$ cat src/rtl/transpose_buffer.sv
// Ping-pong N x N transpose buffer.
// Rows are written into one bank while the other bank is read out either as
// columns (transpose) or as rows (pass-through). The mode is captured with the
// first row of each block, so every block carries its own mode.
// Storage has no reset; the output is gated by out_valid so stale contents
// from a discarded block can never reach out_data.
module transpose_buffer #(
    parameter int DATA_W = 10,
    parameter int N      = 8
) (
    input  logic                 CLK,
    input  logic                 RST,
    input  logic                 in_valid,
    output logic                 in_ready,
    input  logic [N*DATA_W-1:0]  in_data,
    input  logic                 in_mode,
    output logic                 out_valid,
    input  logic                 out_ready,
    output logic [N*DATA_W-1:0]  out_data,
    output logic [$clog2(N)-1:0] out_idx,
    output logic                 out_last
);

    localparam int            IW   = $clog2(N);
    localparam logic [IW-1:0] LAST = IW'(N - 1);

    logic [N*DATA_W-1:0] bank [2][N];

    logic [1:0]    full;
    logic [1:0]    mode;
    logic          wr_sel;
    logic          rd_sel;
    logic [IW-1:0] wr_row;
    logic [IW-1:0] rd_idx;

    logic          in_fire;
    logic          out_fire;
    logic          wr_done;
    logic          rd_done;

    logic [N*DATA_W-1:0] row_vec;
    logic [N*DATA_W-1:0] col_vec;

    // Handshakes depend only on registered flags, never on in_valid/out_ready.
    assign in_ready  = ~full[wr_sel];
    assign out_valid = full[rd_sel];

    assign in_fire  = in_valid & in_ready;
    assign out_fire = out_valid & out_ready;
    assign wr_done  = in_fire & (wr_row == LAST);
    assign rd_done  = out_fire & (rd_idx == LAST);

    // Control state: write/read pointers, bank selects, full and mode flags.
    // A completing write and a completing read always target different banks
    // (one needs the bank empty, the other needs it full), so both full
    // updates land in the same cycle.
    always_ff @(posedge CLK) begin
        if (!RST) begin
            full   <= '0;
            mode   <= '0;
            wr_sel <= 1'b0;
            rd_sel <= 1'b0;
            wr_row <= '0;
            rd_idx <= '0;
        end else begin
            if (in_fire) begin
                wr_row <= wr_done ? '0 : wr_row + 1'b1;
                if (wr_row == '0) begin
                    mode[wr_sel] <= in_mode;
                end
                if (wr_done) begin
                    wr_sel <= ~wr_sel;
                end
            end
            if (out_fire) begin
                rd_idx <= rd_done ? '0 : rd_idx + 1'b1;
                if (rd_done) begin
                    rd_sel <= ~rd_sel;
                end
            end
            if (wr_done) begin
                full[wr_sel] <= 1'b1;
            end
            if (rd_done) begin
                full[rd_sel] <= 1'b0;
            end
        end
    end

    // Row storage; a write is only possible into a bank that is not full.
    always_ff @(posedge CLK) begin
        if (in_fire) begin
            bank[wr_sel][wr_row] <= in_data;
        end
    end

    assign row_vec = bank[rd_sel][rd_idx];

    for (genvar k = 0; k < N; k++) begin : g_col
        assign col_vec[k*DATA_W +: DATA_W] = bank[rd_sel][k][rd_idx*DATA_W +: DATA_W];
    end

    // Output vector select, forced to zero whenever nothing is presented.
    always_comb begin
        out_data = '0;
        if (out_valid) begin
            out_data = mode[rd_sel] ? row_vec : col_vec;
        end
    end

    assign out_idx  = rd_idx;
    assign out_last = out_valid & (rd_idx == LAST);

endmodule

$ cat config.mk
export PLATFORM = sky130hd
export DESIGN_NAME = transpose_buffer
export DESIGN_NICKNAME = d
export VERILOG_FILES = /design/src/rtl/transpose_buffer.sv
export SDC_FILE = /design/constraint.sdc
export NUM_CORES = 2
export LEC_CHECK = 0
export ABC_AREA = 0
export CORE_ASPECT_RATIO = 0.5
export CORE_MARGIN = 2
export CORE_UTILIZATION = 55
export DETAILED_ROUTE_END_ITERATION = 16
export DONT_BUFFER_PORTS = 1
export PLACE_DENSITY_LB_ADDON = 0.1
export SYNTH_ARGS = -nofsm -noshare
export SYNTH_HDL_FRONTEND = slang
export SYNTH_SLANG_ARGS = --single-unit
export TNS_END_PERCENT = 50
$ cat constraint.sdc
create_clock -name CLK -period 9.1 [get_ports CLK]
set_input_delay 1.365 -clock CLK [delete_from_list [all_inputs] [get_ports CLK]]
set_output_delay 1.365 -clock CLK [all_outputs]
set_load 0.1 [all_outputs]
Word level (Yosys, flattened, before mapping). Memory sizes are Yosys's and may differ from the RTL's. A register that Yosys moved wholly into a read port is not among the register bits. Index checks and enable logic that the tools add are counted.

$add $sub $neg: 2. Multiply operators: 1. $lt $le $gt $ge: 7. Equal/unequal tests: 2. Shifts and indexed selects: 8. Muxes and demuxes: 27. Bitwise logic cells: 13. Reductions and logical operators: 7.

Operators by type and width (count): $mux 640 (1); $shiftx 80x8->10 (8); $mux 80 (5); $bmux 80 s3 (1); $demux 80 s3 (1); $mux 1 (11); $ge 4x4->1 const B (2); $not 3->4 (2); $add 3x1->3 const B (2); $eq 3x3->1 const B (2); $mul 3x3->6 const B (1); $mux 2 (3); $mux 3 (2); $reduce_and 2->1 (3); $and 1x1->1 (5); $lt 1x2->1 const B (2); $lt 4x1->1 const B (1); $logic_and 1x1->1 (3); $logic_not 3->1 (1); $not 1->1 (3); $and 2x2->2 (1); $bwmux 2 (1); $demux 1 s1 (2); $ge 1x1->1 const B (2); 2 further kinds (2).

Register bits after elaboration: 12. Bits in writable memories: 1280. Memories kept: 1.

Memory list: bank (depth 2, bits a word 640, read ports 1, clocked after Yosys merged registers in 1, write ports 1, line 27) `logic [N*DATA_W-1:0] bank [2][N];`.

Logic depth before layout (Yosys ltp).
Word-level depth: 9. Gate-level depth with buffers: 10. Mapped depth without buffers: 6.

Least setup slack after synthesis. OpenSTA, ideal clock, no wires.

Path type: reg2reg. Start: register wr_sel. End: memory bank[0][560] (netlist name), enable pin. Library setup time: 616 ps. Arrival: 8088 ps. Path slack: 396 ps. Stages on the path, launching flop included: 6. Clock period less this slack: 8704 ps. Cells stage by stage: dfxtp_1 -> mux2i_1 -> and2_1 -> clkbuf_1 -> nand3_1 -> nor3_1.

Word-level cells in the longest chain between the ends: 6.

Ends and longest elaborated chain: from (decl) (line 31) `logic wr_sel;`; from (signal assigned) (line 72) `wr_sel <= ~wr_sel;`; $mux 1 (not written as such) (2 in series) (line 45) `assign in_ready = ~full[wr_sel];`; $not 1->1 (line 45); net in_ready (line 14) `output logic in_ready,`; $and 1x1->1 (line 48) `assign in_fire = in_valid & in_ready;`; $mux 1 (line 92) `if (in_fire) begin`; $mux 640 (not written as such) (line 93) `bank[wr_sel][wr_row] <= in_data;`; to (decl) (line 27).

The timed path passes the listed nets, and every way through them passes these cells. The select of a mux whose other input is x is not followed.

Worst setup path after layout.
Start: register rd_idx[1], in the netlist out_idx[1]. End: output out_data[25].

Word-level cells in the longest chain between the ends: 6. Elaborated cells between the ends (all ways): 8.

Ends and longest elaborated chain: from (decl) (line 34) `logic [IW-1:0] rd_idx;`; from (signal assigned) (line 76) `rd_idx <= rd_done ? '0 : rd_idx + 1'b1;`; branches (longest 4 deep; another with $mul 3x3->6); $mux 80 * (line 107) `out_data = mode[rd_sel] ? row_vec : col_vec;`; $mux 80 * (line 106) `if (out_valid) begin`; to (decl) (line 19) `output logic [N*DATA_W-1:0] out_data,`.

Mark *: on every way between the ends. The select of a mux whose other input is x is not followed.

==> flow_summary.toml <==
[min_path]
holdPathStages = 2
min_to = "wr_row[1]"
holdCritPathClass = "register to register"
min-delay-start = "wr_row[1]"

[worst_setup_path]
crit_buf_inv = 2
r2r-end = "bank[1][603]"
crit_arrival_ns = 4.85
reg2reg_from = "wr_sel"
crit_fanout = 48
cpMostUsedCell = "buf_4"
setup.worst_path.end_class = "primary output"
start_kind = "register"
crit_type = "register to primary output"
ff2ff_setup_slack_ns = 4.37
slowest_stage = "or3_1"
cp_cell_sequence = "buf_4 > nand2b_2 > buf_4 > a211oi_1 > a211o_1 > o22ai_1 > or3_1"
max_stage_delay_ns = 0.80
r2r_cells = 6
required_ns = 7.74
crit_family = "simple AND/OR/NAND/NOR gates"

[yosys]
synth.top_cell.area_share = 0.671
synthArstFlopShare = 0
synthFlopType = "edfxtp_1"
yosysTopAreaCell = "edfxtp_1"
synth_seq_cells = 1293
synth_area_leaders = "edfxtp_1, mux2i_1, mux4_2"
yosysUniqueCellTypes = 75
syn_nets = 3528
yosys_warnings = 0
seq_area_frac_synth = 0.676
netlist_instances = 3438
avgSynthCellArea_um2 = 16.7
synth-edff-count = 1280
syn-cell-area_mm2 = 0.0572

[clocking]
cts_sinks = 1293
cts_root_buffer = "clkbuf_16"
insertion_delay_ns = 0.74
cts-resized-gates = 0
cts_buffers = 110
clk_pin_slew_ns = 0.07
cts_max_path_buffers = 3
cts_tree = "done"
post_cts_buffers = 0
htree_levels = 3
ctsHoldBuffers = 0

[power_and_ir_drop]
clockPowerShare = 0.414
irDropWorstVdd_mv = 0.155
switching_power_mw = 2.33
p_leak_nw = 19.1
p_int_mw = 9.33
p_sw_frac = 0.200
p_per_area_mw_per_mm2 = 186
seqPwrFrac = 0.568
p_comb_frac = 0.018

[timing]
rsz0062_at_grt = "no"
final_hold_viol_count = 0
holdWs_ns = 0.596
finalCritPeriodShare = 0.682
tightest_slew_ns = 1.24
clock_skew_ns = 0.0195
final_max_slew_viol_count = 0
finalSetupViolCount = 0
final.min_clock_period_ns = 6.21
slew_headroom = 0.172
tns_ns = 0
maxClockFrequency_mhz = 161

[cells_and_area]
multi_input_area_mm2 = 0.0173
final_common_cell = "edfxtp_1"
syn_to_final_growth_pct = 9.34
ff_latch_area_mm2 = 0.0387
n_fill_cell = 7556
nNetsFinal = 3506
antennaDiodeCount = 0
layout_common_cells = "edfxtp_1, mux2i_1, mux4_2, nand2_1, a21oi_1"
layout-drive-gt1-share = 0.191

[floorplanning]
die_w_um = 460
io_pins = 171
die-area_mm2 = 0.107
fp.coreArea_mm2 = 0.103
rows = 83
die_h_um = 232
initial_utilization = 0.556

[place]
dp_hpwl_um = 101000
gp_congestion = 0.890
port-buffer-count = 0

[global_route]
grt_max_degree = 120
grt_usage = 0.323
grt_pass1_vias = 33482
grt_overflow_total = 0
grt_pass1_wl_um = 244000
grt_antenna_before_repair = 3

[routing]
antenna_left = 0
drc_errors = 0
drtIter0Drc = 4737
drt-wirelength-per-cell_um = 35.0
drt_first_pass_iters = 6
vias = 34379
wl_um = 172000
vias_per_cell = 7.01

[run]
drv_cap = 0

[status]
status = "completed"
[state kept, by name (all words and copies together), names as in the netlist, named ones only]
name / flops
wr_sel: 1
full: 2
bank: 1280
wr_row: 3
rd_sel: 1
out_idx: 3
mode: 2
[routing by layer]
metal / share of wire / global-route usage / vias up / wire [µm]
met5: 0.00023 / 0 / - / 40
met4: 0.035 / 0.106 / 6 / 6050
met3: 0.11 / 0.0793 / 375 / 19500
met2: 0.45 / 0.491 / 2133 / 78000
met1: 0.40 / 0.460 / 17916 / 68100
li1: - / - / 13949 / -
[logic make-up (layout without fill, tap and decap cells)]
kind of cell | Yosys count | in the layout | synth area share
AO/OA/AOI/OAI | 599 | 599 | 0.0729
XOR/XNOR | 2 | 2 | 0.000306
adder cells (fa/ha/maj) | 5 | 5 | 0.00109
buffers and inverters | 255 | 318 | 0.0267
flip-flops | 1293 | 1293 | 0.676
multiplexers | 784 | 784 | 0.183
AND/OR/NAND/NOR | 500 | 500 | 0.0395
[area by class of cell]
cell class / count / share of cell area
flip-flops and latches: 1293 / 0.619
repair buffers: 113 / 0.0188
well taps: 1402 / 0.0280
clock inverters: 69 / 0.0117
multi-input cells: 1890 / 0.277
clock buffers: 128 / 0.0454
inverters: 8 / 0.000680
[per-stage QoR]
step	util	setup slack, ns	instances	area [µm²]	power [mW]
after floorplan	-	0.396	3438	57200	6.89
after global placement	0.573	3.83	4706	59000	6.95
after detailed placement	0.573	3.78	4706	59000	6.95
after CTS	0.608	2.98	4903	62600	11.7
after global routing	0.608	2.79	4903	62600	11.9
final	0.608	2.89	4903	62600	11.7
[tightest hold or removal path, cell delays in order (launching register included)]
cell and delay [ns]:
dfxtp_1 0.35, a21oi_1 0.15, nor2_1 0.05
[cells in the mapped netlist (all sizes together) (5+ instances only)]
cell type,n
a2111oi,12
a211o,12
a211oi,41
a21o,12
a21oi,118
a221o,8
a221oi,20
a22o,13
a22oi,20
a2bb2oi,8
a311o,8
a311oi,6
a31oi,18
a32oi,10
and2,13
buf,187
clkbuf,60
dfxtp,13
edfxtp,1280
ha,5
inv,8
mux2,121
mux2i,464
mux4,199
nand2,189
nand2b,9
nand3,47
nand4,5
nor2,124
nor2b,33
nor3,37
o2111ai,12
o211ai,27
o21a,6
o21ai,94
o221ai,43
o22ai,56
o311ai,7
o31ai,10
o32ai,10
or2,11
or3,13
[power by group through the flow]
stage               registers (mW)  clock network [mW]  logic (mW)
floorplan                     6.75                   0       0.131
global placement              6.75                   0       0.204
detailed placement            6.75                   0       0.205
CTS                           6.62                4.86       0.205
global route                  6.62                5.09       0.219
finish                        6.62                4.83       0.210
[how the worst max path moves through the flow]
stage	start	endpoint	slack, ns	cells after the start
floorplan	wr_sel	bank[0][560]	0.40	5
global placement	out_idx[1]	out_data[2]	3.83	7
detailed placement	out_idx[1]	out_data[2]	3.78	7
CTS	out_idx[1]	out_data[2]	2.98	7
global route	out_idx[1]	out_data[2]	2.79	7
finish	out_idx[1]	out_data[25]	2.89	7
Power figures use the tool's default switching activity.
